## src/rtl/ci_mon_pkg.sv

```systemverilog
`default_nettype none
// ============================================================================
// Module   : ci_mon_pkg
// Purpose  : Shared types and constants for the CI commit monitor: FSM state
//            encoding, exit result codes, the riscv-tests gp PASS value and
//            a channel-index width helper.
// Revision : 1.0 - initial release
// ============================================================================
package ci_mon_pkg;

    typedef enum logic [2:0] {
        S_IDLE = 3'd0,
        S_RUN  = 3'd1,
        S_PASS = 3'd2,
        S_FAIL = 3'd3,
        S_TMO  = 3'd4,
        S_HANG = 3'd5
    } state_t;

    // Why a RUN cycle ended (RES_NONE: it did not)
    localparam logic [2:0] RES_NONE = 3'd0;
    localparam logic [2:0] RES_PASS = 3'd1;
    localparam logic [2:0] RES_FAIL = 3'd2;
    localparam logic [2:0] RES_TMO  = 3'd3;
    localparam logic [2:0] RES_HANG = 3'd4;

    // riscv-tests convention: gp == 1 at ecall means every test passed
    localparam int GP_PASS = 1;

    // Width of a channel index; a single channel still needs one bit
    function automatic int idx_w(input int n);
        return (n > 1) ? $clog2(n) : 1;
    endfunction

endpackage : ci_mon_pkg
`default_nettype wire

```

## src/rtl/ci_commit_if.sv

```systemverilog
`default_nettype none
// ============================================================================
// Module   : ci_commit_if
// Purpose  : Commit-stage bus seen by the monitor: per-channel valid, ecall
//            flag and architectural gp (x3) value. Channel 0 is oldest.
// Revision : 1.0 - initial release
// ============================================================================
interface ci_commit_if #(
    parameter int CW   = 2,
    parameter int XLEN = 64
);
    logic [CW-1:0]      commit_valid;
    logic [CW-1:0]      commit_ecall;
    logic [CW*XLEN-1:0] commit_gp;

    modport master (
        output commit_valid,
        output commit_ecall,
        output commit_gp
    );

    modport slave (
        input  commit_valid,
        input  commit_ecall,
        input  commit_gp
    );
endinterface : ci_commit_if
`default_nettype wire

```

## src/rtl/ci_first_sel.sv

```systemverilog
`default_nettype none
// ============================================================================
// Module   : ci_first_sel
// Purpose  : Combinational find-first-set over i_req (bit 0 = highest
//            priority). Returns one-hot, index and found flag, plus the
//            popcount of i_cnt over bits 0..selected inclusive (all bits when
//            nothing is selected).
// Revision : 1.0 - initial release
// ============================================================================
module ci_first_sel
    import ci_mon_pkg::*;
#(
    parameter int CW = 2,
    parameter int IW = idx_w(CW),
    parameter int PW = $clog2(CW + 1)
) (
    input  wire logic [CW-1:0] i_req,
    input  wire logic [CW-1:0] i_cnt,
    output logic      [CW-1:0] o_onehot,
    output logic      [IW-1:0] o_idx,
    output logic               o_found,
    output logic      [PW-1:0] o_popcnt
);

    logic [CW-1:0] w_onehot;
    logic [IW-1:0] w_idx;
    logic          w_found;
    logic [PW-1:0] w_popcnt;

    // Scan oldest to youngest; count each channel until one past the first hit
    always_comb begin
        w_onehot = '0;
        w_idx    = '0;
        w_found  = 1'b0;
        w_popcnt = '0;
        for (int i = 0; i < CW; i++) begin
            if (!w_found) begin
                if (i_cnt[i]) begin
                    w_popcnt = w_popcnt + PW'(1);
                end
                if (i_req[i]) begin
                    w_found     = 1'b1;
                    w_onehot[i] = 1'b1;
                    w_idx       = IW'(i);
                end
            end
        end
    end

    assign o_onehot = w_onehot;
    assign o_idx    = w_idx;
    assign o_found  = w_found;
    assign o_popcnt = w_popcnt;

endmodule : ci_first_sel
`default_nettype wire

```

## src/rtl/ci_commit_monitor.sv

```systemverilog
`default_nettype none
// ============================================================================
// Module   : ci_commit_monitor
// Purpose  : Pass/fail/timeout/hang monitor for CI regression runs. Decodes
//            the gp convention at the first committed ecall, enforces a run
//            timeout and a no-commit watchdog, and counts cycles/instret.
// Revision : 1.0 - initial release
// ============================================================================
module ci_commit_monitor
    import ci_mon_pkg::*;
#(
    parameter int CW         = 2,
    parameter int XLEN       = 64,
    parameter int TIMEOUT    = 16000,
    parameter int HANG_LIMIT = 1024
) (
    input  wire logic            CLK,
    input  wire logic            RSTn,
    input  wire logic            enable,
    ci_commit_if.slave           commit,
    output logic                 done,
    output logic                 pass,
    output logic                 fail,
    output logic                 timeout,
    output logic                 hang,
    output logic [XLEN-2:0]      fail_testnum,
    output logic [63:0]          cycle_cnt,
    output logic [63:0]          instret_cnt
);

    localparam int               IW        = idx_w(CW);
    localparam int               PW        = $clog2(CW + 1);
    localparam int               IDLE_W    = $clog2(HANG_LIMIT);
    localparam logic [63:0]      TMO_LAST  = 64'(TIMEOUT - 1);
    localparam logic [IDLE_W-1:0] HANG_LAST = IDLE_W'(HANG_LIMIT - 1);

    state_t              r_state;
    state_t              w_state_nxt;
    logic [63:0]         r_cycle_cnt,   w_cycle_nxt;
    logic [63:0]         r_instret_cnt, w_instret_nxt;
    logic [IDLE_W-1:0]   r_idle_cnt,    w_idle_nxt;
    logic [XLEN-2:0]     r_fail_tn,     w_tn_nxt;
    logic                r_done, r_pass, r_fail, r_tmo, r_hang;
    logic [2:0]          w_exit;

    logic [CW-1:0]       w_onehot;
    logic [IW-1:0]       w_idx;
    logic                w_found;
    logic [PW-1:0]       w_popcnt;
    logic [CW-1:0]       w_gp_one;
    logic                w_ecall_pass;
    logic                w_any_valid;
    logic [XLEN-2:0]     w_fail_tn;

    ci_first_sel #(
        .CW (CW)
    ) u_first_sel (
        .i_req    (commit.commit_valid & commit.commit_ecall),
        .i_cnt    (commit.commit_valid),
        .o_onehot (w_onehot),
        .o_idx    (w_idx),
        .o_found  (w_found),
        .o_popcnt (w_popcnt)
    );

    // Per-channel "gp says pass" so the selected ecall's verdict is a one-hot AND-OR
    for (genvar g = 0; g < CW; g++) begin : g_gp_one
        assign w_gp_one[g] = (commit.commit_gp[g*XLEN +: XLEN] == XLEN'(GP_PASS));
    end

    assign w_ecall_pass = |(w_onehot & w_gp_one);
    assign w_any_valid  = |commit.commit_valid;
    // Test number lives in gp[XLEN-1:1] of the selected (oldest) ecall channel
    assign w_fail_tn    = commit.commit_gp[int'(w_idx)*XLEN + 1 +: XLEN-1];

    // Next-state, counter and result-capture logic; enable low overrides everything
    always_comb begin
        w_state_nxt   = r_state;
        w_cycle_nxt   = r_cycle_cnt;
        w_instret_nxt = r_instret_cnt;
        w_idle_nxt    = r_idle_cnt;
        w_tn_nxt      = r_fail_tn;
        w_exit        = RES_NONE;
        if (!enable) begin
            w_state_nxt = S_IDLE;
            w_tn_nxt    = '0;
        end else begin
            case (r_state)
                S_IDLE: begin
                    w_state_nxt   = S_RUN;
                    w_cycle_nxt   = '0;
                    w_instret_nxt = '0;
                    w_idle_nxt    = '0;
                    w_tn_nxt      = '0;
                end
                S_RUN: begin
                    w_cycle_nxt   = r_cycle_cnt + 64'd1;
                    w_instret_nxt = r_instret_cnt + 64'(w_popcnt);
                    if (w_any_valid) begin
                        w_idle_nxt = '0;
                    end else if (r_idle_cnt != {IDLE_W{1'b1}}) begin
                        w_idle_nxt = r_idle_cnt + IDLE_W'(1);
                    end
                    if (w_found) begin
                        w_exit = w_ecall_pass ? RES_PASS : RES_FAIL;
                    end else if (r_cycle_cnt == TMO_LAST) begin
                        w_exit = RES_TMO;
                    end else if (!w_any_valid && (r_idle_cnt == HANG_LAST)) begin
                        w_exit = RES_HANG;
                    end
                    case (w_exit)
                        RES_PASS: w_state_nxt = S_PASS;
                        RES_FAIL: begin
                            w_state_nxt = S_FAIL;
                            w_tn_nxt    = w_fail_tn;
                        end
                        RES_TMO:  w_state_nxt = S_TMO;
                        RES_HANG: w_state_nxt = S_HANG;
                        default:  w_state_nxt = S_RUN;
                    endcase
                end
                default: begin
                    // Terminal states: everything frozen until enable drops
                end
            endcase
        end
    end

    // State, counters and registered result flags
    always_ff @(posedge CLK or negedge RSTn) begin
        if (!RSTn) begin
            r_state       <= S_IDLE;
            r_cycle_cnt   <= '0;
            r_instret_cnt <= '0;
            r_idle_cnt    <= '0;
            r_fail_tn     <= '0;
            r_done        <= 1'b0;
            r_pass        <= 1'b0;
            r_fail        <= 1'b0;
            r_tmo         <= 1'b0;
            r_hang        <= 1'b0;
        end else begin
            r_state       <= w_state_nxt;
            r_cycle_cnt   <= w_cycle_nxt;
            r_instret_cnt <= w_instret_nxt;
            r_idle_cnt    <= w_idle_nxt;
            r_fail_tn     <= w_tn_nxt;
            r_pass        <= (w_state_nxt == S_PASS);
            r_fail        <= (w_state_nxt == S_FAIL);
            r_tmo         <= (w_state_nxt == S_TMO);
            r_hang        <= (w_state_nxt == S_HANG);
            r_done        <= (w_state_nxt == S_PASS) || (w_state_nxt == S_FAIL) ||
                             (w_state_nxt == S_TMO)  || (w_state_nxt == S_HANG);
        end
    end

    assign done         = r_done;
    assign pass         = r_pass;
    assign fail         = r_fail;
    assign timeout      = r_tmo;
    assign hang         = r_hang;
    assign fail_testnum = r_fail_tn;
    assign cycle_cnt    = r_cycle_cnt;
    assign instret_cnt  = r_instret_cnt;

endmodule : ci_commit_monitor
`default_nettype wire

```

## src/flat_wrapper.sv

```systemverilog
// flat-port wrapper written by rule: the top's interface ports become plain ports
module ci_commit_monitor_flat import ci_mon_pkg::*;
#(
    parameter int CW         = 2,
    parameter int XLEN       = 64,
    parameter int TIMEOUT    = 16000,
    parameter int HANG_LIMIT = 1024
)
  (CLK, RSTn, enable, done, pass, fail, timeout, hang, fail_testnum, cycle_cnt, instret_cnt, commit_commit_valid, commit_commit_ecall, commit_commit_gp);
  ci_commit_if #(.CW(CW), .XLEN(XLEN)) commit_i ();
  input  wire logic CLK;
  input  wire logic RSTn;
  input  wire logic enable;
  output logic done;
  output logic pass;
  output logic fail;
  output logic timeout;
  output logic hang;
  output logic [XLEN-2:0] fail_testnum;
  output logic [63:0] cycle_cnt;
  output logic [63:0] instret_cnt;
  input wire logic [$bits(commit_i.commit_valid)-1:0] commit_commit_valid;
  input wire logic [$bits(commit_i.commit_ecall)-1:0] commit_commit_ecall;
  input wire logic [$bits(commit_i.commit_gp)-1:0] commit_commit_gp;
  assign commit_i.commit_valid = commit_commit_valid;
  assign commit_i.commit_ecall = commit_commit_ecall;
  assign commit_i.commit_gp = commit_commit_gp;
  ci_commit_monitor #(.CW(CW), .XLEN(XLEN), .TIMEOUT(TIMEOUT), .HANG_LIMIT(HANG_LIMIT)) u_core (.CLK(CLK), .RSTn(RSTn), .enable(enable), .commit(commit_i), .done(done), .pass(pass), .fail(fail), .timeout(timeout), .hang(hang), .fail_testnum(fail_testnum), .cycle_cnt(cycle_cnt), .instret_cnt(instret_cnt));
endmodule
```

## config.mk

```make
export PLATFORM = sky130hd
export DESIGN_NAME = ci_commit_monitor_flat
export DESIGN_NICKNAME = d
export VERILOG_FILES = /design/src/rtl/ci_mon_pkg.sv /design/src/rtl/ci_commit_if.sv /design/src/rtl/ci_first_sel.sv /design/src/rtl/ci_commit_monitor.sv /design/src/flat_wrapper.sv
export SDC_FILE = /design/constraint.sdc
export NUM_CORES = 1
export LEC_CHECK = 0
export BUFFER_PORTS_ARGS = -buffer_cell sky130_fd_sc_hd__buf_4
export CELL_PAD_IN_SITES_DETAIL_PLACEMENT = 2
export CELL_PAD_IN_SITES_GLOBAL_PLACEMENT = 2
export CORE_MARGIN = 2
export CORE_UTILIZATION = 32
export CTS_BUF_LIST = sky130_fd_sc_hd__clkbuf_4
export DETAILED_ROUTE_END_ITERATION = 7
export HOLD_SLACK_MARGIN = 0.12
export PLACE_DENSITY = 0.92
export SKIP_CTS_REPAIR_TIMING = 1
export SYNTH_ARGS = -nofsm -noshare
export SYNTH_HDL_FRONTEND = slang
export SYNTH_HIERARCHICAL = 1
export SYNTH_SLANG_ARGS = --single-unit
```

## constraint.sdc

```tcl
create_clock -name CLK -period 3.2 [get_ports CLK]
set_clock_uncertainty 0.1 [all_clocks]
set_input_delay 0.64 -clock CLK [delete_from_list [all_inputs] [get_ports CLK]]
set_output_delay 0.64 -clock CLK [all_outputs]
set_load 0.005 [all_outputs]
```

==> flow_summary_export.csv <==
group,metric,value,unit
clock_tree,clock_path_buffers,3,
logic_synthesis,synth_cells,1126,
worst_setup_path,worst-setup-path-type,"in -> reg",
worst_setup_path,timing.critical_path.buf_inv,4,
pwr,power_density,409,mW/mm2
pwr,power_frac_seq,0.445,
worst_setup_path,cp_top_family,"buffers and inverters",
pwr,p_clk_frac,0.420,
grt,first_global_vias,12800,
timing,max_slew_margin,0.501,
grt,gr-usage-met2,0.499,
pwr,power,6.21,mW
grt,antenna_found_initial,2,
worst_setup_path,critPathMaxStageDelay,0.56,ns
logic_synthesis,synth_warnings,6,
grt,overflow,0,
worst_setup_path,critPathMaxFanout,63,
timing,setup-violations-final,0,
pwr,switchingPower,1.86,mW
timing,tightest_slew,0.742,ns
logic_synthesis,synth_xor_area_frac,0.0625,
drt,dr.pass1.iters,5,
worst_setup_path,cp.required,3.64,ns
cells_and_area,fin_util,0.451,
clock_tree,cts.sinks,209,
logic_synthesis,synthSimpleGateAreaFrac,0.250,
min_path,hold_path_class,"in -> reg",
timing,setup_tns,0,ns
place,gp_congestion,0.883,
floorplanning,dieArea,0.0356,mm2
grt,grt_busiest_layer,"met2",
logic_synthesis,synth_edf_count,0,
place,portBuffers,330,
clock_tree,cts_inserted_buffers,61,
logic_synthesis,synth_area_leader_cell,"dfrtp_1",
logic_synthesis,yosysUniqueCellTypes,55,
run,maxCapViolations,0,
timing,hold_slack,0.159,ns
pwr,sw_frac_of_total,0.300,
grt,grt_use_met1,0.329,
run_status,outcome,"finished clean",
logic_synthesis,synthFlopType,"dfrtp_1",
logic_synthesis,synth_fp_nets,1267,
timing,finalCritPeriodShare,0.967,
worst_setup_path,arrival,3.54,ns
logic_synthesis,synth_top_family_by_area,"simple AND/OR/NAND/NOR gates",
cells_and_area,drive_above_1_share,0.311,
timing,hold_violations,0,
timing,fmax,0.323,GHz
cells_and_area,final_common_cell,"buf_4",
logic_synthesis,ys_ff_latch,209,
floorplanning,core.rowCount,67,
logic_synthesis,synthArstFlopShare,1.00,
clock_tree,cts_tree,"built",
pwr,p_int,4.34,mW
logic_synthesis,ys_seq_area_frac,0.479,
pwr,ir_drop,0.228,mV
logic_synthesis,yosysTopAreaCellShare,0.479,
logic_synthesis,syn_area,0.0109,mm2
grt,grt_max_degree,75,
logic_synthesis,synth_mux_area_frac,0.0618,
worst_setup_path,crit_chain,"dlygate4sd3_1 -> buf_4 -> nor4_1 -> nand4_1 -> nor4_1 -> buf_4 -> a41oi_1 -> nand4_1 -> buf_12 -> o2bb2ai_1",
logic_synthesis,synth_compound_area_frac,0.111,
logic_synthesis,yosys-top-cells-area,"dfrtp_1 48%, mux2i_1 6.0%, o2bb2ai_1 5.1%, nor4_1 4.2%, xnor2_1 4.2%",
clock_tree,clk_latency,0.70,ns
grt,grt_pass1_wl,78700,um
drt,drt_iter0_drc,592,
cells_and_area,final_cell_mix,"371 x buf_4, 209 x dfrtp_1, 107 x nor2_1",
timing,period_needed,3.10,ns
floorplanning,dieHeight,189,um
floorplanning,pin_count,331,
timing,rsz0062_at_grt,"no",
cells_and_area,syn2layout_area_growth,38.8,%
floorplanning,die_x,189,um
drt,routedWlPerCell,25.7,um
place,dpl.hpwl,35500,um
clock_tree,clk_pin_slew,0.08,ns
worst_setup_path,crit_slowest_cell,"dlygate4sd3_1",
pwr,leakage,6.84,nW
drt,viasPerCell,5.67,
drt,ant_nets,0,
worst_setup_path,endpoint_kind,"flop",
clock_tree,cts-root-buf,"clkbuf_4",
clock_tree,htree_levels,2,
logic_synthesis,syn_avg_cell_area,9.70,um2
grt,grt_use_total,0.281,
drt,vias,11500,
timing,slew_viol_final,0,
floorplanning,initial_core_util,0.325,
worst_setup_path,start_kind,"primary input",
cells_and_area,nets,1668,
floorplanning,coreArea,0.0336,mm2
drt,drc,0,
pwr,power_frac_comb,0.134,
grt,grt_use_met3,0.0503,
logic_synthesis,synth_fa_ha_area_frac,0.00756,
drt,drt-total-wl,52100,um
registers in the layout, summed over array words and instances (netlist names):
register and flops:
u_core/timeout 1, u_core/fail 1, u_core/fail_testnum 63, u_core/r_state 3, u_core/done 1, u_core/hang 1, u_core/pass 1, u_core/r_idle_cnt 10
u_core/cycle_cnt 64, u_core/instret_cnt 64
area by class of cell:
type                       count  area (um2)
tap                          448         561
sequential                   209        5230
inverter                      26        97.6
antenna                        3        7.51
timing repair buffer         392        3090
multi-input combinational    837        5410
fill                        3529       18500
clock buffer                  91         683
clock inverter                22        83.8
worst reg2reg max path, delay by kind of cell (launching register included):
family                 cells  cell delay, ns
flip-flops                 1            0.52
AND/OR/NAND/NOR            4            1.57
AO/OA/AOI/OAI              1            0.16
buffers and inverters      2            0.48
layer usage:
layer  share of wire  vias to the layer above
met3           0.049                      147
met4           0.049                        0
met1            0.40                     5890
met5               0                        -
li1                -                     5020
met2            0.50                      436
path summary, 6_finish.rpt:
kind / start / endpoint / slack (ns) / cells after the start
setup / recovery: commit_commit_gp[95] / u_core/fail_testnum[11]$_DFFE_PN0P_ / 0.10 / 10
hold / removal: commit_commit_gp[50] / u_core/fail_testnum[49]$_DFFE_PN0P_ / 0.16 / 3
setup reg to reg: u_core/r_state[1]$_DFF_PN0_ / u_core/instret_cnt[58]$_DFFE_PN0P_ / 0.30 / 7
hold reg to reg: u_core/r_idle_cnt[9]$_DFFE_PN0P_ / u_core/r_idle_cnt[9]$_DFFE_PN0P_ / 0.39 / 1
max in group asynchronous: RSTn / u_core/instret_cnt[62]$_DFFE_PN0P_ / 1.75 / 3
min in group asynchronous: RSTn / u_core/fail_testnum[39]$_DFFE_PN0P_ / 0.46 / 2
cell usage after synthesis, types with 3 or more instances:
master	count
and2_1	8
dfrtp_1	209
inv_1	26
a21oi_1	42
and4_1	12
a21o_1	3
xnor2_1	52
mux2i_1	66
nand2b_1	5
nor4_1	74
nor4bb_1	3
clkbuf_1	46
buf_1	3
o21ai_0	52
xor2_1	26
nor2b_1	3
and3_1	13
o41ai_1	3
or2_2	3
o211ai_1	4
nand4_1	45
nor3_1	32
ha_1	5
o2bb2ai_1	63
or4_1	10
nand3_1	56
nor2_1	108
or3_1	34
o31ai_1	6
nand2_1	83
logic make-up (layout without fill, tap and decap cells):
kind of cell,count (synthesis),in the layout
simple gates,505,505
flops,209,209
compound gates,181,181
buf+inv,80,531
xor+xnor,78,78
mux,67,67
fa+ha+maj,6,6
other cells,0,3
power by group through the flow:
stage / registers (mW) / logic (mW) / clock network, mW
2_1_floorplan: 2.79 / 0.294 / 0
3_3_place_gp: 2.80 / 0.757 / 0
5_1_grt: 2.77 / 0.884 / 2.84
6_report: 2.76 / 0.834 / 2.61
4_1_cts: 2.76 / 0.813 / 2.69
3_5_place_dp: 2.81 / 0.794 / 0
stage by stage:
| stage | area [um2] | std cells | setup WS [ns] |
|---|---|---|---|
| after floorplan | 10900 | 1126 | 0.0174 |
| after global placement | 14300 | 1901 | -0.217 |
| after detailed placement | 14300 | 1901 | -0.295 |
| after CTS | 15000 | 2014 | 0.342 |
| after global routing | 15200 | 2028 | 0.00892 |
| final | 15200 | 2028 | 0.104 |
Power figures use the tool's default switching activity.
